### config.mk
export PLATFORM = sky130hd
export DESIGN_NAME = alignment_replay_flat
export DESIGN_NICKNAME = d
export VERILOG_FILES = /design/src/rtl/alignment_replay_if.sv /design/src/rtl/alignment_replay.sv /design/src/flat_wrapper.sv
export SDC_FILE = /design/constraint.sdc
export NUM_CORES = 1
export LEC_CHECK = 0
export BUFFER_PORTS_ARGS = -buffer_cell sky130_fd_sc_hd__buf_2
export CAP_MARGIN = 0
export CORE_ASPECT_RATIO = 0.75
export CORE_MARGIN = 2
export CORE_UTILIZATION = 55
export CTS_CLUSTER_SIZE = 12
export DETAILED_ROUTE_END_ITERATION = 7
export GPL_TIMING_DRIVEN = 0
export PLACE_DENSITY = 0.84
export SLEW_MARGIN = 40
export SYNTH_ARGS = -nofsm -noshare
export SYNTH_HDL_FRONTEND = slang
export SYNTH_SLANG_ARGS = --single-unit
export TNS_END_PERCENT = 5
### constraint.sdc
create_clock -name clk -period 4.4 [get_ports clk]
set_input_delay 0.22 -clock clk [delete_from_list [all_inputs] [get_ports clk]]
set_output_delay 0.22 -clock clk [all_outputs]
set_load 0.02 [all_outputs]
### src/rtl/alignment_replay_if.sv
// Handshake and status bundle between an edit-op source / query sink and alignment_replay.
interface alignment_replay_if #(
    parameter int unsigned SEQ1_LENGTH = 16,
    parameter int unsigned SEQ2_LENGTH = 14
);
    logic                   start;
    logic [0:SEQ1_LENGTH-1] ref_seq;
    logic [2:0]             ref_start;

    logic                   op_valid;
    logic                   op_ready;
    logic [1:0]             op_code;
    logic [1:0]             op_base;
    logic                   op_last;

    logic                   q_valid;
    logic                   q_ready;
    logic [1:0]             q_base;

    logic                   busy;
    logic                   done;
    logic                   err;
    logic [7:0]             ldistance;
    logic [7:0]             score;
    logic [3:0]             q_len;

    modport master (
        output start, ref_seq, ref_start,
        output op_valid, op_code, op_base, op_last,
        input  op_ready,
        input  q_valid, q_base,
        output q_ready,
        input  busy, done, err, ldistance, score, q_len
    );

    modport slave (
        input  start, ref_seq, ref_start,
        input  op_valid, op_code, op_base, op_last,
        output op_ready,
        output q_valid, q_base,
        input  q_ready,
        output busy, done, err, ldistance, score, q_len
    );
endinterface

### src/rtl/alignment_replay.sv
// Replays a forward-ordered alignment edit stream against a latched reference, regenerating query bases
// and recomputing edit distance / score. Optional macro ALN_MISMATCH_CHECK_EN flags MISMATCH ops whose base equals the reference.
module alignment_replay #(
    parameter int unsigned SEQ1_LENGTH      = 16,
    parameter int unsigned SEQ2_LENGTH      = 14,
    parameter int unsigned MATCH_REWARD     = 2,
    parameter int unsigned MISMATCH_PENALTY = 1,
    parameter int unsigned GAP_PENALTY      = 0
) (
    input  logic               clk,
    input  logic               rst,
    alignment_replay_if.slave  bus
);
    localparam int unsigned REF_BASES = SEQ1_LENGTH / 2;
    localparam int unsigned Q_BASES   = SEQ2_LENGTH / 2;
    localparam int unsigned PTR_W     = $clog2(REF_BASES + 1);
    localparam int unsigned IDX_W     = $clog2(SEQ1_LENGTH);
    localparam int unsigned QLEN_W    = 4;
    localparam int unsigned CNT_W     = 8;

    localparam logic [1:0] OP_MATCH    = 2'b00;
    localparam logic [1:0] OP_MISMATCH = 2'b01;
    localparam logic [1:0] OP_INSERT   = 2'b10;
    localparam logic [1:0] OP_DELETE   = 2'b11;

    typedef enum logic [1:0] {
        ST_IDLE  = 2'd0,
        ST_RUN   = 2'd1,
        ST_DRAIN = 2'd2,
        ST_DONE  = 2'd3
    } state_t;

    state_t             state;
    state_t             state_nxt;

    logic [PTR_W-1:0]   ptr;
    logic [CNT_W-1:0]   ldistance;
    logic [CNT_W-1:0]   score;
    logic [QLEN_W-1:0]  q_len;
    logic               err;
    logic               q_valid;
    logic [1:0]         q_base;

    logic               op_ready_c;
    logic               busy_c;
    logic               done_c;
    logic               start_ok_c;
    logic               accept_c;
    logic               consumes_c;
    logic               emits_c;
    logic               overrun_c;
    logic               overflow_c;
    logic               fault_c;
    logic               mm_err_c;
    logic [1:0]         ref_base_c;
    logic [1:0]         emit_base_c;
    logic [CNT_W-1:0]   ld_inc_c;
    logic [CNT_W-1:0]   sc_inc_c;
    logic [IDX_W-1:0]   ref_idx_hi_c;
    logic [IDX_W-1:0]   ref_idx_lo_c;

    function automatic logic [CNT_W-1:0] sat_add(input logic [CNT_W-1:0] a, input logic [CNT_W-1:0] b);
        logic [CNT_W:0] sum;
        sum = {1'b0, a} + {1'b0, b};
        return sum[CNT_W] ? {CNT_W{1'b1}} : sum[CNT_W-1:0];
    endfunction

    // Reference base under ptr; ptr==REF_BASES wraps here but is never used (overrun path).
    assign ref_idx_hi_c = IDX_W'({ptr, 1'b0});
    assign ref_idx_lo_c = IDX_W'({ptr, 1'b1});
    assign ref_base_c   = {bus.ref_seq[ref_idx_hi_c], bus.ref_seq[ref_idx_lo_c]};

    assign start_ok_c = bus.start && ((state == ST_IDLE) || (state == ST_DONE));
    assign accept_c   = bus.op_valid && op_ready_c;

    // Per-op decode of reference consumption, emission and counter increments.
    always_comb begin
        consumes_c  = 1'b1;
        emits_c     = 1'b1;
        emit_base_c = bus.op_base;
        ld_inc_c    = CNT_W'(1);
        sc_inc_c    = CNT_W'(GAP_PENALTY);
        case (bus.op_code)
            OP_MATCH: begin
                emit_base_c = ref_base_c;
                ld_inc_c    = '0;
                sc_inc_c    = CNT_W'(MATCH_REWARD);
            end
            OP_MISMATCH: begin
                sc_inc_c    = CNT_W'(MISMATCH_PENALTY);
            end
            OP_INSERT: begin
                consumes_c  = 1'b0;
            end
            OP_DELETE: begin
                emits_c     = 1'b0;
            end
            default: begin
                emits_c     = 1'b0;
            end
        endcase
    end

    assign overrun_c  = consumes_c && (ptr == PTR_W'(REF_BASES));
    assign overflow_c = emits_c && (q_len == QLEN_W'(Q_BASES));
    assign fault_c    = overrun_c || overflow_c;

`ifdef ALN_MISMATCH_CHECK_EN
    assign mm_err_c = (bus.op_code == OP_MISMATCH) && (bus.op_base == ref_base_c);
`else
    assign mm_err_c = 1'b0;
`endif

    // State register.
    always_ff @(posedge clk or posedge rst) begin
        if (rst) begin
            state <= ST_IDLE;
        end else begin
            state <= state_nxt;
        end
    end

    // Next-state logic.
    always_comb begin
        state_nxt = state;
        case (state)
            ST_IDLE: begin
                if (start_ok_c) state_nxt = ST_RUN;
            end
            ST_RUN: begin
                if (accept_c && (fault_c || bus.op_last)) state_nxt = ST_DRAIN;
            end
            ST_DRAIN: begin
                if (!q_valid || bus.q_ready) state_nxt = ST_DONE;
            end
            ST_DONE: begin
                if (start_ok_c) state_nxt = ST_RUN;
            end
            default: begin
                state_nxt = ST_IDLE;
            end
        endcase
    end

    // State-decoded outputs.
    always_comb begin
        op_ready_c = 1'b0;
        busy_c     = 1'b0;
        done_c     = 1'b0;
        case (state)
            ST_RUN: begin
                op_ready_c = !q_valid || bus.q_ready;
                busy_c     = 1'b1;
            end
            ST_DRAIN: begin
                busy_c     = 1'b1;
            end
            ST_DONE: begin
                done_c     = 1'b1;
            end
            default: begin
                op_ready_c = 1'b0;
            end
        endcase
    end

    // Reference pointer, counters and the one-entry query output register.
    always_ff @(posedge clk or posedge rst) begin
        if (rst) begin
            ptr       <= '0;
            ldistance <= '0;
            score     <= '0;
            q_len     <= '0;
            err       <= 1'b0;
            q_valid   <= 1'b0;
            q_base    <= 2'b00;
        end else begin
            if (q_valid && bus.q_ready) begin
                q_valid <= 1'b0;
            end
            if (start_ok_c) begin
                ptr       <= PTR_W'(bus.ref_start);
                ldistance <= '0;
                score     <= '0;
                q_len     <= '0;
                err       <= 1'b0;
            end else if (accept_c) begin
                if (fault_c) begin
                    err <= 1'b1;
                end else begin
                    if (consumes_c) begin
                        ptr <= ptr + PTR_W'(1);
                    end
                    if (emits_c) begin
                        q_valid <= 1'b1;
                        q_base  <= emit_base_c;
                        q_len   <= q_len + QLEN_W'(1);
                    end
                    ldistance <= sat_add(ldistance, ld_inc_c);
                    score     <= sat_add(score, sc_inc_c);
                    if (mm_err_c) begin
                        err <= 1'b1;
                    end
                end
            end
        end
    end

    assign bus.op_ready  = op_ready_c;
    assign bus.busy      = busy_c;
    assign bus.done      = done_c;
    assign bus.q_valid   = q_valid;
    assign bus.q_base    = q_base;
    assign bus.err       = err;
    assign bus.ldistance = ldistance;
    assign bus.score     = score;
    assign bus.q_len     = q_len;

endmodule

### src/flat_wrapper.sv
// flat-port wrapper written by rule: the top's interface ports become plain ports
module alignment_replay_flat 
#(
    parameter int unsigned SEQ1_LENGTH      = 16,
    parameter int unsigned SEQ2_LENGTH      = 14,
    parameter int unsigned MATCH_REWARD     = 2,
    parameter int unsigned MISMATCH_PENALTY = 1,
    parameter int unsigned GAP_PENALTY      = 0
)
  (clk, rst, bus_start, bus_ref_seq, bus_ref_start, bus_op_valid, bus_op_code, bus_op_base, bus_op_last, bus_op_ready, bus_q_valid, bus_q_base, bus_q_ready, bus_busy, bus_done, bus_err, bus_ldistance, bus_score, bus_q_len);
  alignment_replay_if #(.SEQ1_LENGTH(SEQ1_LENGTH), .SEQ2_LENGTH(SEQ2_LENGTH)) bus_i ();
  input  logic clk;
  input  logic rst;
  input wire logic [$bits(bus_i.start)-1:0] bus_start;
  input wire logic [$bits(bus_i.ref_seq)-1:0] bus_ref_seq;
  input wire logic [$bits(bus_i.ref_start)-1:0] bus_ref_start;
  input wire logic [$bits(bus_i.op_valid)-1:0] bus_op_valid;
  input wire logic [$bits(bus_i.op_code)-1:0] bus_op_code;
  input wire logic [$bits(bus_i.op_base)-1:0] bus_op_base;
  input wire logic [$bits(bus_i.op_last)-1:0] bus_op_last;
  output wire logic [$bits(bus_i.op_ready)-1:0] bus_op_ready;
  output wire logic [$bits(bus_i.q_valid)-1:0] bus_q_valid;
  output wire logic [$bits(bus_i.q_base)-1:0] bus_q_base;
  input wire logic [$bits(bus_i.q_ready)-1:0] bus_q_ready;
  output wire logic [$bits(bus_i.busy)-1:0] bus_busy;
  output wire logic [$bits(bus_i.done)-1:0] bus_done;
  output wire logic [$bits(bus_i.err)-1:0] bus_err;
  output wire logic [$bits(bus_i.ldistance)-1:0] bus_ldistance;
  output wire logic [$bits(bus_i.score)-1:0] bus_score;
  output wire logic [$bits(bus_i.q_len)-1:0] bus_q_len;
  assign bus_i.start = bus_start;
  assign bus_i.ref_seq = bus_ref_seq;
  assign bus_i.ref_start = bus_ref_start;
  assign bus_i.op_valid = bus_op_valid;
  assign bus_i.op_code = bus_op_code;
  assign bus_i.op_base = bus_op_base;
  assign bus_i.op_last = bus_op_last;
  assign bus_op_ready = bus_i.op_ready;
  assign bus_q_valid = bus_i.q_valid;
  assign bus_q_base = bus_i.q_base;
  assign bus_i.q_ready = bus_q_ready;
  assign bus_busy = bus_i.busy;
  assign bus_done = bus_i.done;
  assign bus_err = bus_i.err;
  assign bus_ldistance = bus_i.ldistance;
  assign bus_score = bus_i.score;
  assign bus_q_len = bus_i.q_len;
  alignment_replay #(.SEQ1_LENGTH(SEQ1_LENGTH), .SEQ2_LENGTH(SEQ2_LENGTH), .MATCH_REWARD(MATCH_REWARD), .MISMATCH_PENALTY(MISMATCH_PENALTY), .GAP_PENALTY(GAP_PENALTY)) u_core (.clk(clk), .rst(rst), .bus(bus_i));
endmodule
==> results <==
- The initial core utilization is 0.572.
- Counting flops with an async set or reset pin after synthesis yields a share of 1.00.
- The wire length of the first global-routing pass is between 6 and 7 mm.
- The clock network latency to the later pin of the worst-skew pair is 270 ps.
- The number of buffers between clock root and the deepest sink is 2.
- The count of endpoints failing hold in the final timing report came to 0.
- The count of H-tree levels built during CTS is 2.
- The complex-gate fraction of the synthesized area was 0.126.
- The worst clock skew is just under 4 ps.
- The portion of the clock cycle consumed by the worst path in the final layout is 0.562.
- The share of synthesized area in the top cell type comes to 0.402.
- The register area share after synthesis is 0.402.
- The most common flop cell mapped by yosys is sky130_fd_sc_hd__dfrtp_1.
- Of the total synthesized cell area, the portion taken by full adders, half adders and majority gates is 0.0776.
- The number of pins with negative max-slew slack in the final report is 0.
- The fraction of synthesized area in multiplexers is 0.0696.
- The TritonCTS clock tree is yes.
- The average cell area after synthesis is approximately 9.4 um2.
- The end-of-flow core utilization is 0.697.
- Of the cells placed in the final design, the portion with a size suffix greater than 1 is 0.299.
- The number of flip-flops and latches in the synthesized netlist is 30.
- In this run the worst hold path is classified as in -> async.
- The run finished with clean final reports.
- Yosys instantiated no cell more often than sky130_fd_sc_hd__dfrtp_1.
- The sequential cells in the finished layout cover a total of roughly 750 um2.
- Once placement completed, the tool counted placed cells totaling 294.
- The critical path start-end classification is reg -> reg.
- On the final layout, the worst hold slack is 20.3 ps.
- The cell count after synthesis came out at just under 200.
- The part of the total power dissipated in sequential elements is 0.337.
- The total power density per cell area is 522 nW/um2.
- The floorplan has 18 rows.
- The required arrival time at the worst endpoint is ~4600 ps.
- In the synthesized netlist, the cells that appear most often are 30 x sky130_fd_sc_hd__dfrtp_1, 19 x sky130_fd_sc_hd__nand2_1, 15 x sky130_fd_sc_hd__a21oi_1.
- Summed over all nets, the switching power comes to 0.496 mW.
- The setup check on the worst reg-to-reg path leaves a slack of between 1500 and 2000 ps.
- For this run, design rule violations remaining after detail routing come to 0.
- The arrival time at the worst endpoint is 2650 ps.
- The global placement routability congestion is between 0.8 and 0.9.
- The worst setup path is launched from a flop.
- Grouping stages by cell kind, the critical path spends the most delay in simple AND/OR/NAND/NOR gates.
- Of all nets on the critical path, the largest fanout is 10.
- The post-place instance area is 2200 um2.
- The static leakage is 1.11 nW.
- The number of ports placed on the die boundary is 56.
- The beginning of the worst register-to-register path is u_core.ptr[0].
- The filler cells instantiated in the layout total roughly 290.
- Setup repair after global routing left no endpoint under its margin.
- The summed negative setup slack over all endpoints is 0 ps.
- Of the total power, the share spent switching nets is 0.418.
- Of the total synthesized cell area, the portion taken by AND, OR, NAND and NOR gates is 0.272.
- The cell with the biggest individual delay on the critical path is sky130_fd_sc_hd__nor3_1.
- Measured along the x axis, the die boundary spans 71.3 um.
- The count of input and output buffers is 55.
- The number of non-filler instances in the completed layout is 301.
- The count of buffers added by post-CTS timing repair for setup is 0.
- The combinational fraction of design power is 0.493.
- The maximum number of pins on one net before global-route repair is 31.
- The worst register-to-register path has a depth of 9.
- Clock tree synthesis inserted a total of 5 buffers.
- The worst setup slack after placement is 1890 ps.
- The setup slack of the critical path after layout is slightly below 2000 ps.
- The multi-input logic area is 1050 um2.
- The endpoint identified for the worst register-to-register timing path is u_core.bus.ldistance[7].
- The maximum single-stage delay on the critical path is 570 ps.
- The cell sitting at the root of the clock tree is a sky130_fd_sc_hd__clkbuf_8.
- The number of flops mapped to enable cells by yosys is 0.
- In the final design database the tool counted 301 nets.
- Of all cell types, the one taking the most synthesized area is sky130_fd_sc_hd__dfrtp_1.
- The number of gates given a new drive strength after cts is 0.
- The final antenna-violating net count is 0.
- The number of different library cells used by synthesis comes to 47.
- The final design area excluding fillers is 2280 um2.
- The total wire length after detailed routing is 4.06 mm.
- The clock edge transition at the registers on the reported setup and hold paths is 60 ps.
- Relative to the synthesized area, the layout overhead comes to 21.8%.
- The slew at the pin closest to its max-slew limit is 767 ps.
- In the routed layout, each cell is associated on average with a via count of 5.60.
- During synthesis, Yosys emitted a total of 0 warnings.
- The number of inserted diodes is 0.
- STA classifies the critical path endpoint as a flop.
- The HPWL reported at the end of detailed placement is 3.09 mm.
- The initial antenna violation count was 0.
- The total of max-cap violations is 0.
- From bottom edge to top edge, the die measures 54.5 um.
- Global routing finished with a remaining overflow of 0.
- The total core area is 3270 um2.
- The number of buffers and inverters on the critical path is 3.
- The total number of clock tree sinks is 30.
- The number of setup violations in the final report is 0.
- The maximum resistive drop on vdd is 0.288 mV.
- Walking the worst path, the cells encountered are clkbuf_1, inv_1, ha_1, nand2_1, nor3_2, nor3_1, buf_2, a21oi_1, nor3b_1.
- The total number of vias is 1686.
- The iteration count of the initial detailed-routing pass is 4.
- The number of DRC violations after detailed-routing iteration 0 is 82.
- After synthesis, the cell types taking the most area are sky130_fd_sc_hd__dfrtp_1 40%, sky130_fd_sc_hd__ha_1 6.7%, sky130_fd_sc_hd__mux4_2 4.8%, sky130_fd_sc_hd__a21oi_1 4.0%, sky130_fd_sc_hd__nand2_1 3.8%.
- Of the total synthesized cell area, the portion taken by XOR and XNOR cells is 0.0141.
- The number of nets in the synthesized netlist is between 200 and 250.
- The area of the die is 3890 um2.
- The overall power consumption is 1.19 mW.
- After detailed routing, the average wire length per cell comes to 13.5 um.
- The internal power of the cells is 0.692 mW.
- The synthesized netlist occupies a cell area of 1870 um2.
- The via count of the first global-routing pass came to 1517.
- The global-route total usage across every layer is 0.234.
- Measured against its own limit, the worst slew margin works out to 0.484.
- The share of total power dissipated in the clock network is 0.170.
- The final critical-path required period is 2470 ps.
- The upper clock frequency limit is 405 MHz.
- By area, the combinational part of the netlist is dominated by simple AND/OR/NAND/NOR gates.
- The number of hold buffers added after CTS was 0.
[how the worst max path moves through the flow]
stage / from / end / slack (ps) / depth (start not counted)
after floorplan: u_core.ptr[0] / u_core.bus.q_base[0] / 2080 / 9
after global placement: bus_op_code[1] / u_core.bus.score[4] / 1810 / 7
after detailed placement: u_core.ptr[0] / u_core.bus.ldistance[7] / 1890 / 9
after CTS: u_core.ptr[0] / u_core.bus.ldistance[7] / 1890 / 9
after global routing: u_core.ptr[0] / u_core.bus.ldistance[7] / 1610 / 9
final: u_core.ptr[0] / u_core.bus.ldistance[7] / 1930 / 9
[final cells by class]
class	count	area share
Tap cell	40	0.0220
Buffer	7	0.0159
Clock buffer	7	0.0335
Multi-Input combinational cell	152	0.462
Inverter	10	0.0165
Sequential cell	30	0.330
Timing Repair Buffer	55	0.121
[layout by cell type, fill, tap and decap left out, types with 2 or more instances in the layout]
cell type / n
sky130_fd_sc_hd__and2b_1: 2
sky130_fd_sc_hd__nor2b_1: 2
sky130_fd_sc_hd__mux2_4: 2
sky130_fd_sc_hd__dfrtp_1: 30
sky130_fd_sc_hd__and2_1: 2
sky130_fd_sc_hd__mux4_2: 4
sky130_fd_sc_hd__nor4_1: 2
sky130_fd_sc_hd__nor3_2: 2
sky130_fd_sc_hd__ha_1: 10
sky130_fd_sc_hd__a31oi_1: 5
sky130_fd_sc_hd__inv_1: 9
sky130_fd_sc_hd__buf_2: 57
sky130_fd_sc_hd__o21ai_0: 12
sky130_fd_sc_hd__nor3b_1: 3
sky130_fd_sc_hd__and4_1: 4
sky130_fd_sc_hd__nor3_1: 14
sky130_fd_sc_hd__or3_1: 4
sky130_fd_sc_hd__nand3_1: 8
sky130_fd_sc_hd__clkbuf_1: 5
sky130_fd_sc_hd__a21oi_1: 15
sky130_fd_sc_hd__xnor2_1: 2
sky130_fd_sc_hd__clkbuf_8: 5
sky130_fd_sc_hd__nand4_1: 2
sky130_fd_sc_hd__nand2_1: 19
sky130_fd_sc_hd__and3_1: 3
sky130_fd_sc_hd__nor2_1: 13
sky130_fd_sc_hd__a311oi_1: 2
[cell families after synthesis]
logic type | count (synthesis)
buffers and inverters | 17
AOI/OAI and AO/OA | 40
and+or+nand+nor | 91
xor gates and xnor gates | 3
DFF | 30
adders and majority gates | 11
muxes | 7
[worst register-to-register path: cells and delay by family, from the launching register on]
| kind | cells | cell delay, ps |
|---|---|---|
| AND/OR/NAND/NOR | 4 | 920 |
| adder cells (fa/ha/maj) | 1 | 210 |
| buffers and inverters | 3 | 800 |
| flip-flops | 1 | 350 |
| AO/OA/AOI/OAI | 1 | 90 |
[per-layer routing]
| metal | wire, um | GRT usage | vias to the layer above |
|---|---|---|---|
| met1 | 1990 | 0.319 | 787 |
| met3 | 223 | 0.0608 | 2 |
| met2 | 1830 | 0.375 | 46 |
| met5 | 0 | 0 | - |
| li1 | - | - | 851 |
| met4 | 11 | 0.0629 | 0 |
[power groups by stage]
stage	combinational (mW)	sequential (mW)	clock, mW
after global routing	0.658	0.412	0.218
after CTS	0.590	0.401	0.207
final	0.586	0.400	0.202
after detailed placement	0.588	0.404	0
after global placement	0.571	0.402	0
after floorplan	0.388	0.444	0
[state kept, by name, indices dropped and copies added, names as in the netlist]
| register | cells |
|---|---|
| u_core.bus.ldistance | 8 |
| u_core.state | 2 |
| u_core.bus.q_base | 2 |
| u_core.bus.q_len | 4 |
| u_core.ptr | 4 |
| u_core.bus.score | 8 |
| u_core.bus.q_valid | 1 |
| u_core.bus.err | 1 |
Power figures use the tool's default switching activity.
